$ cat src/rtl/tlul_host_arb_pkg.sv
// Shared types for the two-host TL-UL arbiter: host identifiers and grant-lock state.
package tlul_host_arb_pkg;

    localparam int unsigned DEFAULT_DEPTH = 4;

    typedef enum logic {
        HOST0 = 1'b0,
        HOST1 = 1'b1
    } host_id_e;

    typedef enum logic [1:0] {
        LOCK_NONE = 2'd0,
        LOCK_H0   = 2'd1,
        LOCK_H1   = 2'd2
    } lock_e;

endpackage

$ cat src/rtl/tlul_pkg.sv
// Minimal TL-UL channel types shared by hosts, devices and the arbiter.
// Field set follows the TL-UL A/D channel subset used in this slice.
package tlul_pkg;

    localparam logic [2:0] PUT_FULL_DATA   = 3'h0;
    localparam logic [2:0] GET             = 3'h4;
    localparam logic [2:0] ACCESS_ACK      = 3'h0;
    localparam logic [2:0] ACCESS_ACK_DATA = 3'h1;

    typedef struct packed {
        logic        a_valid;
        logic [2:0]  a_opcode;
        logic [2:0]  a_param;
        logic [1:0]  a_size;
        logic [7:0]  a_source;
        logic [31:0] a_address;
        logic [3:0]  a_mask;
        logic [31:0] a_data;
        logic        d_ready;
    } tl_h2d_t;

    typedef struct packed {
        logic        d_valid;
        logic [2:0]  d_opcode;
        logic [2:0]  d_param;
        logic [1:0]  d_size;
        logic [7:0]  d_source;
        logic        d_sink;
        logic [31:0] d_data;
        logic        d_error;
        logic        a_ready;
    } tl_d2h_t;

endpackage

$ cat src/rtl/tlul_host_arb_id_fifo.sv
// 1-bit host-ID FIFO recording which host owns each outstanding A beat.
// Full blocks push even when a pop happens in the same cycle (no bypass).
module tlul_host_arb_id_fifo #(
    parameter int unsigned Depth = 4,
    parameter int unsigned CntW  = $clog2(Depth + 1)
) (
    input  logic            clk,
    input  logic            rst,
    input  logic            push,
    input  logic            push_id,
    input  logic            pop,
    output logic            head_id,
    output logic            full,
    output logic            empty,
    output logic [CntW-1:0] count
);

    localparam int unsigned     PtrW    = (Depth > 1) ? $clog2(Depth) : 1;
    localparam logic [PtrW-1:0] LastPtr = PtrW'(Depth - 1);

    logic [Depth-1:0] mem_r;
    logic [PtrW-1:0]  wr_ptr_r;
    logic [PtrW-1:0]  rd_ptr_r;
    logic [CntW-1:0]  count_r;
    logic             push_ok_s;
    logic             pop_ok_s;

    // Pointers wrap explicitly so Depth need not be a power of two.
    function automatic logic [PtrW-1:0] ptr_inc(input logic [PtrW-1:0] ptr);
        return (ptr == LastPtr) ? {PtrW{1'b0}} : ptr + PtrW'(1);
    endfunction

    assign full      = (count_r == CntW'(Depth));
    assign empty     = (count_r == {CntW{1'b0}});
    assign count     = count_r;
    assign head_id   = mem_r[rd_ptr_r];
    assign push_ok_s = push && !full;
    assign pop_ok_s  = pop && !empty;

    // Storage, pointer and occupancy registers.
    always_ff @(posedge clk) begin
        if (rst) begin
            mem_r    <= {Depth{1'b0}};
            wr_ptr_r <= {PtrW{1'b0}};
            rd_ptr_r <= {PtrW{1'b0}};
            count_r  <= {CntW{1'b0}};
        end else begin
            if (push_ok_s) begin
                mem_r[wr_ptr_r] <= push_id;
                wr_ptr_r        <= ptr_inc(wr_ptr_r);
            end
            if (pop_ok_s) begin
                rd_ptr_r <= ptr_inc(rd_ptr_r);
            end
            case ({push_ok_s, pop_ok_s})
                2'b10:   count_r <= count_r + CntW'(1);
                2'b01:   count_r <= count_r - CntW'(1);
                default: count_r <= count_r;
            endcase
        end
    end

endmodule

$ cat src/rtl/tlul_host_arb_2to1.sv
// Two-host TL-UL arbiter: round-robin A-channel grant with lock while stalled,
// in-order D-channel routing via a host-ID FIFO. Payload fields pass through.
module tlul_host_arb_2to1
    import tlul_pkg::*;
    import tlul_host_arb_pkg::*;
#(
    parameter int unsigned Depth = DEFAULT_DEPTH,
    parameter int unsigned CntW  = $clog2(Depth + 1)
) (
    input  logic            clk_i,
    input  logic            rst_i,
    input  tl_h2d_t         tl_h0_i,
    output tl_d2h_t         tl_h0_o,
    input  tl_h2d_t         tl_h1_i,
    output tl_d2h_t         tl_h1_o,
    output tl_h2d_t         tl_dev_o,
    input  tl_d2h_t         tl_dev_i,
    output logic [CntW-1:0] outstanding_o,
    output logic            err_o
);

    host_id_e        rr_q;
    host_id_e        rr_d;
    lock_e           lock_q;
    lock_e           lock_d;
    logic            err_q;
    logic            err_d;

    host_id_e        sel_s;
    tl_h2d_t         sel_req_s;
    host_id_e        head_s;
    logic            head_bit_s;
    logic            fifo_full_s;
    logic            fifo_empty_s;
    logic [CntW-1:0] fifo_count_s;
    logic            dev_a_valid_s;
    logic            dev_d_ready_s;
    logic            accept_s;
    logic            stall_s;
    logic            pop_s;
    logic            h0_d_valid_s;
    logic            h1_d_valid_s;

    // Grant selection: a lock always wins, then a lone requester, then round-robin.
    always_comb begin
        sel_s = rr_q;
        case (lock_q)
            LOCK_H0: sel_s = HOST0;
            LOCK_H1: sel_s = HOST1;
            LOCK_NONE: begin
                if (tl_h0_i.a_valid && !tl_h1_i.a_valid) begin
                    sel_s = HOST0;
                end else if (tl_h1_i.a_valid && !tl_h0_i.a_valid) begin
                    sel_s = HOST1;
                end else begin
                    sel_s = rr_q;
                end
            end
            default: sel_s = rr_q;
        endcase
    end

    assign sel_req_s     = (sel_s == HOST1) ? tl_h1_i : tl_h0_i;
    assign dev_a_valid_s = sel_req_s.a_valid && !fifo_full_s;
    assign accept_s      = dev_a_valid_s && tl_dev_i.a_ready;
    assign stall_s       = sel_req_s.a_valid && !accept_s;
    assign head_s        = host_id_e'(head_bit_s);

    // D-channel routing to the head-of-FIFO host; an empty FIFO drains and flags stray beats.
    always_comb begin
        dev_d_ready_s = 1'b1;
        h0_d_valid_s  = 1'b0;
        h1_d_valid_s  = 1'b0;
        err_d         = err_q;
        if (fifo_empty_s) begin
            err_d = err_q | tl_dev_i.d_valid;
        end else if (head_s == HOST1) begin
            h1_d_valid_s  = tl_dev_i.d_valid;
            dev_d_ready_s = tl_h1_i.d_ready;
        end else begin
            h0_d_valid_s  = tl_dev_i.d_valid;
            dev_d_ready_s = tl_h0_i.d_ready;
        end
    end

    assign pop_s = tl_dev_i.d_valid && dev_d_ready_s && !fifo_empty_s;

    // Output assembly: payloads pass through, handshake bits overridden.
    always_comb begin
        tl_dev_o         = sel_req_s;
        tl_dev_o.a_valid = dev_a_valid_s;
        tl_dev_o.d_ready = dev_d_ready_s;

        tl_h0_o          = tl_dev_i;
        tl_h0_o.a_ready  = (sel_s == HOST0) && tl_dev_i.a_ready && !fifo_full_s;
        tl_h0_o.d_valid  = h0_d_valid_s;

        tl_h1_o          = tl_dev_i;
        tl_h1_o.a_ready  = (sel_s == HOST1) && tl_dev_i.a_ready && !fifo_full_s;
        tl_h1_o.d_valid  = h1_d_valid_s;
    end

    // Arbitration next state: lock a stalled grant so A stays stable toward the device.
    always_comb begin
        rr_d   = rr_q;
        lock_d = LOCK_NONE;
        if (accept_s) begin
            rr_d   = (sel_s == HOST0) ? HOST1 : HOST0;
            lock_d = LOCK_NONE;
        end else if (stall_s) begin
            lock_d = (sel_s == HOST0) ? LOCK_H0 : LOCK_H1;
        end else begin
            lock_d = LOCK_NONE;
        end
    end

    // Arbitration and error state registers.
    always_ff @(posedge clk_i) begin
        if (rst_i) begin
            rr_q   <= HOST0;
            lock_q <= LOCK_NONE;
            err_q  <= 1'b0;
        end else begin
            rr_q   <= rr_d;
            lock_q <= lock_d;
            err_q  <= err_d;
        end
    end

    tlul_host_arb_id_fifo #(
        .Depth (Depth),
        .CntW  (CntW)
    ) u_id_fifo (
        .clk     (clk_i),
        .rst     (rst_i),
        .push    (accept_s),
        .push_id (sel_s == HOST1),
        .pop     (pop_s),
        .head_id (head_bit_s),
        .full    (fifo_full_s),
        .empty   (fifo_empty_s),
        .count   (fifo_count_s)
    );

    assign outstanding_o = fifo_count_s;
    assign err_o         = err_q;

endmodule

$ cat config.mk
export PLATFORM = sky130hd
export DESIGN_NAME = tlul_host_arb_2to1
export DESIGN_NICKNAME = d
export VERILOG_FILES = /design/src/rtl/tlul_host_arb_pkg.sv /design/src/rtl/tlul_pkg.sv /design/src/rtl/tlul_host_arb_id_fifo.sv /design/src/rtl/tlul_host_arb_2to1.sv
export SDC_FILE = /design/constraint.sdc
export NUM_CORES = 1
export LEC_CHECK = 0
export ABC_AREA = 1
export BUFFER_PORTS_ARGS = -buffer_cell sky130_fd_sc_hd__buf_4
export CAP_MARGIN = 20
export CORE_AREA = 2 2 166 168
export CTS_CLUSTER_SIZE = 16
export DETAILED_ROUTE_END_ITERATION = 8
export DIE_AREA = 0 0 168 170
export PLACE_DENSITY = 0.42
export SKIP_LAST_GASP = 1
export SLEW_MARGIN = 20
export SYNTH_ARGS = -nofsm -noshare
export SYNTH_HDL_FRONTEND = slang
export SYNTH_HIERARCHICAL = 1
export SYNTH_SLANG_ARGS = --single-unit
export TNS_END_PERCENT = 1
$ cat constraint.sdc
create_clock -name clk_i -period 5.2 [get_ports clk_i]
set_clock_uncertainty 0.2 [all_clocks]
set_input_delay 0.52 -clock clk_i [delete_from_list [all_inputs] [get_ports clk_i]]
set_output_delay 0.52 -clock clk_i [all_outputs]
set_load 0.02 [all_outputs]
==> parameters.txt, run 1 <==
Parameter                              Value

Outcome
  Run status    completed

Floorplan
  Overall die width    roughly 170 um
  Starting utilization of the core area    0.103
  Core Footprint    between 0.02 and 0.03 mm^2
  Number of primary I/O pins    420
  Total die area    ~0.029 mm^2
  Die Y-Extent    around 170 um
  Cell Rows    60

Setup path
  Nature of the critical path endpoint    primary output
  Number of buffer and inverter instances along the worst setup path    4
  Worst endpoint data arrival time    around 2.4 ns
  Cell family contributing the most delay on the critical path    buffers and inverters
  Maximum fanout count along the critical path    55
  Crit-path max cell delay    0.69 ns
  Cell at the slowest stage of the critical path    sky130_fd_sc_hd__inv_2
  Data required time at the worst endpoint    ~4.5 ns
  R2r setup slk    between 2 and 2.5 ns
  Crit Reg-Reg Endpoint    u_id_fifo/count[2]
  Number of gates on the worst path with buffers counted    8
  Reg-to-Reg Start    u_id_fifo/rd_ptr_r[0]
  Cell-by-cell trace of the critical path    inv_1 -> o21ai_1 -> nand2_4 -> inv_2 -> buf_4 -> nand2_1 -> nand2_1 -> buf_4
  Setup Crit Path Kind    flop to primary output
  Crit path capture    tl_dev_o[73]
  Sort of element at the start of the critical path    flop
  Worst reg2reg path depth    15
  Worst setup path start    lock_q[0]

Finish
  Area used by multi-input combinational logic    0.00143 mm^2
  Fraction of final layout cells with drive strength greater than 1    0.423
  Layout Utilization    0.165
  Number of antenna cells inserted    0
  Layout area overhead    60.8%
  Most common library cell in the layout ignoring fill and taps    sky130_fd_sc_hd__nand2_1
  Layout Cells excl Fill    ~1000
  Storage cell area    roughly 300 um^2
  Leading cell types in the layout, fill and taps excluded    sky130_fd_sc_hd__nand2_1, sky130_fd_sc_hd__buf_4, sky130_fd_sc_hd__inv_1, sky130_fd_sc_hd__nor2_1, sky130_fd_sc_hd__dfxtp_1
  Number of fill cells    slightly above 3000
  Net total in the final layout    900

Clock network
  Clk sink count    15
  TritonCTS clock tree    built
  Total CTS buffers    3
  Setup bufs post-CTS    0
  Maximum buffer depth of the clock tree    2
  Clock transition at path regs    0.05 ns
  CTS-repair resized insts    0
  Clock Latency Late Sink    0.25 ns
  H-tree lvl count    1
  Hold Buf Count CTS    0
  Library cell used as clock root buffer    sky130_fd_sc_hd__clkbuf_16

Placement
  Number of port buffers    269
  Weighted congestion reported at the end of routability-driven placement    0.778
  Setup WS pre-CTS    2.11 ns
  HPWL reported at the end of detailed placement    11.5 mm
  Cell total after placement    1003

Routing
  Wire length after detailed routing    roughly 13 mm
  Vias after detailed routing    3354
  1st-pass router iterations    4
  Vias/cell    3.33
  Antenna-violating nets left    0
  Wire length per cell after detailed routing    13.4 um
  Detailed-route DRC error count    0
  Initial DRC Count    ~110

Logic synthesis
  Synth Register Bits    15
  Sequential fraction of the synthesis area    0.110
  Post-Synthesis Net Count    about 750
  Biggest area consumer among synthesized cells    sky130_fd_sc_hd__nand2_1
  YS warnings    6
  Fraction of post-synthesis cell area in the top cell type by area    0.385
  Count of distinct cell types in the synthesized netlist    22
  Cells taking the most area after synthesis    sky130_fd_sc_hd__nand2_1, sky130_fd_sc_hd__buf_4, sky130_fd_sc_hd__dfxtp_1
  Post-Syn Area    roughly 0.0027 mm^2
  Synthesized area per cell    between 5 and 6 um^2
  Syn Inst Count    between 500 and 600

Global routing
  First-pass GRT wire length    approximately 19 mm
  Number of global-route vias before repair    between 3000 and 4000
  Residual overflow from global routing    0
  Antenna violations before repair    0
  Global Route Usage Sum    0.0878
  Largest net degree at the start of global routing    88

STA
  Maximum frequency from static timing analysis    around 0.33 GHz
  Setup repair after global routing missed its margin    no
  Final slew viol count    0
  Period Utilization, post-route    0.591
  Headroom to the max-slew limit    0.356
  Total count of hold-check failures in the final report    0
  Post-layout min period    slightly above 3 ns
  Sum Neg Setup Slack    0 ns
  Slew at the pin closest to its max-slew limit    about 0.97 ns
  Final worst-path setup slack    between 2 and 2.5 ns
  Number of setup violations in the final report    0

Job
  Max Cap Violations    0

Power
  Cell leakage power    2.54 nW
  Peak ir drop on the vdd network    ~0.076 mV
  Total power per unit cell area    around 200 mW/mm^2

Worst hold path
  Launch point of the worst hold path    err_o
  Path class of the lowest-slack min-delay path    flop to flop
## flip-flops by register name (all words and copies together) (netlist names)
signal and cells:
err_o 1, u_id_fifo/wr_ptr_r 2, lock_q 2, u_id_fifo/rd_ptr_r 2
rr_q 1, u_id_fifo/count 3, u_id_fifo/mem_r 4
## kinds of logic (layout without fill, tap and decap cells)
family | count (synthesis) | after routing | share of synthesized area
adders and majority gates | 7 | 7 | 0.0348
DFF | 15 | 15 | 0.110
buffers and inverters | 155 | 307 | 0.369
AOI/OAI and AO/OA | 15 | 15 | 0.0288
and+or+nand+nor | 322 | 322 | 0.457
## layer usage
metal  track usage  wire, um  part of all wire  vias up
met5             0         0                 0        -
met2         0.147      6190              0.46      219
met1         0.103      5400              0.40     1390
met3        0.0416      1720              0.13       10
met4        0.0166       129            0.0096        0
li1              -         -                 -     1735
## power by group
part	internal, W	switching, W
Clock	0.000103	0.0000493
Sequential	0.000127	0.0000109
Combinational	0.000256	0.000322
## through the flow
stage          hold slack, ns  area (um^2)  power (W)
4_1_cts                 0.287         4390   0.000884
3_5_place_dp            0.272         4310   0.000726
2_1_floorplan           0.261         2730   0.000555
5_1_grt                 0.322         4390   0.000935
6_report                0.277         4390   0.000868
3_3_place_gp            0.258         4310   0.000727
## cells in the mapped netlist, drive strengths merged
cell type,instances
nor4,2
a31oi,1
nand3,10
o211ai,1
o21ai,6
fa,1
nand2,282
nor2,23
buf,124
a21oi,7
dfxtp,15
inv,30
nand4,4
ha,6
nand3b,1
clkinv,1
## worst min-delay path: cells and delay by family, from the launching register on
| family | cells | cell delay (ns) |
|---|---|---|
| and+or+nand+nor | 1 | 0.07 |
| AOI/OAI and AO/OA | 1 | 0.04 |
| DFF | 1 | 0.33 |
## area by class of cell
class                   instances  share of cell area
repair buffers                272               0.465
well taps                     341              0.0971
flip-flops and latches         15              0.0683
inverters                      31              0.0265
clock inverters                 1             0.00114
clock buffers                   3              0.0171
multi-input cells             344               0.325
## worst min path at each step
stage / slack, ns / depth (start not counted) / to
after floorplan: 0.26 / 2 / rr_q
after global placement: 0.26 / 2 / err_o
after detailed placement: 0.27 / 2 / err_o
after CTS: 0.29 / 2 / err_o
after global routing: 0.32 / 2 / err_o
final: 0.28 / 2 / err_o
Note: power is estimated with default switching activity, not from simulation.
==> run 2: changes to the inputs <==
--- a/config.mk
+++ b/config.mk
@@ -8,11 +8,11 @@
 export ABC_AREA = 1
 export BUFFER_PORTS_ARGS = -buffer_cell sky130_fd_sc_hd__buf_4
 export CAP_MARGIN = 20
-export CORE_AREA = 2 2 166 168
+export CORE_AREA = 2 2 161 163
 export CTS_CLUSTER_SIZE = 16
 export DETAILED_ROUTE_END_ITERATION = 8
-export DIE_AREA = 0 0 168 170
-export PLACE_DENSITY = 0.42
+export DIE_AREA = 0 0 163 165
+export PLACE_DENSITY = 0.43
 export SKIP_LAST_GASP = 1
 export SLEW_MARGIN = 20
 export SYNTH_ARGS = -nofsm -noshare
==> constraint.sdc (replaced) <==
create_clock -name clk_i -period 3.1 [get_ports clk_i]
set_clock_uncertainty 0.2 [all_clocks]
set_input_delay 0.31 -clock clk_i [delete_from_list [all_inputs] [get_ports clk_i]]
set_output_delay 0.31 -clock clk_i [all_outputs]
set_load 0.02 [all_outputs]
==> run 2 against run 1 <==
Utilization rose by 1.1 points. First-iteration DRC count fell by 29%. Largest cell class unchanged. Via count rose by 2.1%. Cell count fell by 0.79%. Cell area rose by 0.26%. Non-clock buffer count rose by 1. Sequential power rose by 67%. Setup slack got worse by 1.9 ns. Sequential share of layout area barely moved. Largest power group unchanged. Clock power rose by 68%. Flip-flop and latch count did not move. Worst hold slack got worse by 0.18 ns.
==> parameters.txt, run 2 (synthesis gave the netlist of run 1 again) <==
Parameter                              Value

Floorplan
  Total die area    0.0269 mm^2 (-5.8%)
  Cell Rows    58 (-3.3%)
  Starting utilization of the core area    0.109 (+0.00661)
  Overall die width    163 um (-3.0%)
  Number of primary I/O pins    420 (unchanged)
  Die Y-Extent    165 um (-2.9%)
  Core Footprint    0.0250 mm^2 (-6.1%)

STA
  Headroom to the max-slew limit    0.634 (+0.279)
  Slew at the pin closest to its max-slew limit    0.548 ns (-0.418 ns)
  Final worst-path setup slack    0.251 ns (-1.88 ns)
  Setup repair after global routing missed its margin    no
  Total count of hold-check failures in the final report    0 (unchanged)
  Period Utilization, post-route    0.919
  Number of setup violations in the final report    0 (unchanged)
  Sum Neg Setup Slack    0 ns (unchanged)
  Final slew viol count    0 (unchanged)
  Post-layout min period    about 2.8 ns
  Maximum frequency from static timing analysis    around 0.35 GHz

Global routing
  Residual overflow from global routing    0 (unchanged)
  First-pass GRT wire length    19.4 mm (+0.93%)
  Largest net degree at the start of global routing    55 (-38%)
  Number of global-route vias before repair    3424 (+7.6%)
  Antenna violations before repair    3 (+3)
  Global Route Usage Sum    0.0941 (+0.00632)

Routing
  Antenna-violating nets left    0 (unchanged)
  Wire length per cell after detailed routing    13.5 um (+0.84%)
  Vias after detailed routing    3423 (+2.1%)
  Detailed-route DRC error count    0 (unchanged)
  Vias/cell    3.43 (+2.9%)
  Wire length after detailed routing    13.5 mm (about the same)
  1st-pass router iterations    4 (unchanged)
  Initial DRC Count    80 (-29%)

Placement
  Setup WS pre-CTS    0.262 ns (-1.85 ns)
  Weighted congestion reported at the end of routability-driven placement    0.759 (-2.5%)
  HPWL reported at the end of detailed placement    11.3 mm (-2.1%)
  Number of port buffers    269 (unchanged)

Clock network
  Maximum buffer depth of the clock tree    2 (unchanged)
  Clock Latency Late Sink    0.25 ns (about the same)
  Clk sink count    15 (unchanged)
  Hold Buf Count CTS    0 (unchanged)
  Total CTS buffers    3 (unchanged)
  Library cell used as clock root buffer    sky130_fd_sc_hd__clkbuf_16
  H-tree lvl count    1 (unchanged)
  TritonCTS clock tree    built
  Setup bufs post-CTS    0 (unchanged)
  Clock transition at path regs    0.05 ns (about the same)

Setup path
  Cell family contributing the most delay on the critical path    buffers and inverters
  Cell-by-cell trace of the critical path    nor2_1 -> nor2_1 -> nand2_1 -> nand2_4 -> buf_4 -> buf_4 -> nand2_1 -> nand2_1 -> buf_4
  R2r setup slk    0.37 ns (-1.91 ns)
  Reg-to-Reg Start    u_id_fifo/rd_ptr_r[0]
  Nature of the critical path endpoint    primary output
  Worst reg2reg path depth    15 (unchanged)
  Worst endpoint data arrival time    2.34 ns (about the same)
  Number of buffer and inverter instances along the worst setup path    3 (-1)
  Setup Crit Path Kind    flop to primary output
  Crit Reg-Reg Endpoint    u_id_fifo/count[2]
  Cell at the slowest stage of the critical path    sky130_fd_sc_hd__buf_4
  Sort of element at the start of the critical path    flop
  Data required time at the worst endpoint    2.59 ns (-1.89 ns)
  Crit-path max cell delay    0.51 ns (-0.18 ns)
  Maximum fanout count along the critical path    48 (-13%)

Power
  Internal    0.000819 W (+69%)
  Peak ir drop on the vdd network    0.154 mV (+100%)
  Share of power burned in registers    0.156 (-0.003)
  Combinational share of power    0.670 (+0.004)
  Net switching power figure    0.000653 W (+71%)
  Cell leakage power    2.55 nW (+0.36%)
  Switching part of the total power    0.444 (+0.00313)
  Proportion of power drawn by the clock network    0.174 (about the same)
  Total power per unit cell area    334 mW/mm^2 (+69%)

Finish
  Layout area overhead    61.2%
  Layout Utilization    0.176 (+0.0111)
  Most common library cell in the layout ignoring fill and taps    sky130_fd_sc_hd__nand2_1
  Max FFs per register    4 (unchanged)
  Number of fill cells    2940 (-5.3%)
  Fraction of final layout cells with drive strength greater than 1    0.426 (+0.00236)
  Most flops, register    u_id_fifo/mem_r
  Leading cell types in the layout, fill and taps excluded    sky130_fd_sc_hd__nand2_1, sky130_fd_sc_hd__buf_4, sky130_fd_sc_hd__inv_1, sky130_fd_sc_hd__nor2_1, sky130_fd_sc_hd__dfxtp_1
  Net total in the final layout    901 (+0.11%)

Worst hold path
  Hold worst-path end    u_id_fifo/wr_ptr_r[0]
  Launch point of the worst hold path    rst_i
  Worst hold stages    2 (unchanged)
  Path class of the lowest-slack min-delay path    primary input to flop

Outcome
  Run status    completed

Job
  Max Cap Violations    0 (unchanged)
-- run 2: changes by cell type in the layout (fill, tap and decap cells not counted) --
| cell | delta |
|---|---|
| sky130_fd_sc_hd__diode_2 | +2 |
| sky130_fd_sc_hd__o21ai_0 | -1 |
| sky130_fd_sc_hd__buf_12 | +1 |
| sky130_fd_sc_hd__inv_2 | +1 |
| sky130_fd_sc_hd__inv_1 | -1 |
| sky130_fd_sc_hd__o21ai_1 | +1 |
-- run 2: what timing repair did --
| action | CTS | global route |
|---|---|---|
| gates resized for setup | 0 | 2 |
| hold endpoints to repair | 0 | 0 |
| setup endpoints to repair | 0 | 1 |
-- run 2: power by group through the flow --
stage / sequential [W] / clock, W / combinational [W]
after floorplan: 0.000242 / 0 / 0.000690
after global placement: 0.000234 / 0 / 0.00100
after detailed placement: 0.000234 / 0 / 0.00100
after CTS: 0.000230 / 0.000263 / 0.00101
after global routing: 0.000233 / 0.000269 / 0.00108
final: 0.000230 / 0.000256 / 0.000987
-- run 2: layout make-up --
| class | count | area, um^2 | area share |
|---|---|---|---|
| clock inverters | 1 | 5.00 | 0.00114 |
| clock buffers | 3 | 75.1 | 0.0170 |
| flip-flops and latches | 15 | 300 | 0.0682 |
| multi-input cells | 344 | 1430 | 0.324 |
| well taps | 330 | 413 | 0.0937 |
| inverters | 31 | 116 | 0.0264 |
| diodes | 2 | 5.00 | 0.00114 |
| repair buffers | 273 | 2060 | 0.468 |
-- run 2: worst max-delay path by stage --
stage / startpoint / endpoint / cells past startpoint
after floorplan: u_id_fifo/count[2] / u_id_fifo/count[2] / 17
after global placement: u_id_fifo/rd_ptr_r[0] / u_id_fifo/count[2] / 15
after detailed placement: u_id_fifo/rd_ptr_r[0] / u_id_fifo/count[2] / 15
after CTS: rr_q / tl_dev_o[48] / 9
after global routing: rr_q / tl_dev_o[60] / 9
final: rr_q / tl_dev_o[60] / 9
-- run 2: per-stage QoR --
stage	instance area, um^2	std cells	hold WS, ns	total power, W
detailed placement	4320	993	0.269	0.00123
floorplan	2730	514	0.179	0.000932
CTS	4400	997	0.102	0.00150
global placement	4320	993	0.265	0.00123
global route	4400	998	0.119	0.00159
finish	4410	999	0.0962	0.00147
-- run 2: layer usage --
layer  wire, um  GRT usage  part of all wire  vias to the layer above
met4        201     0.0233             0.015                        2
met1       5140      0.104              0.38                     1436
met3       1830     0.0552              0.14                       23
met5         12          0           0.00089                        -
met2       6270      0.154              0.47                      219
li1           -          -                 -                     1743
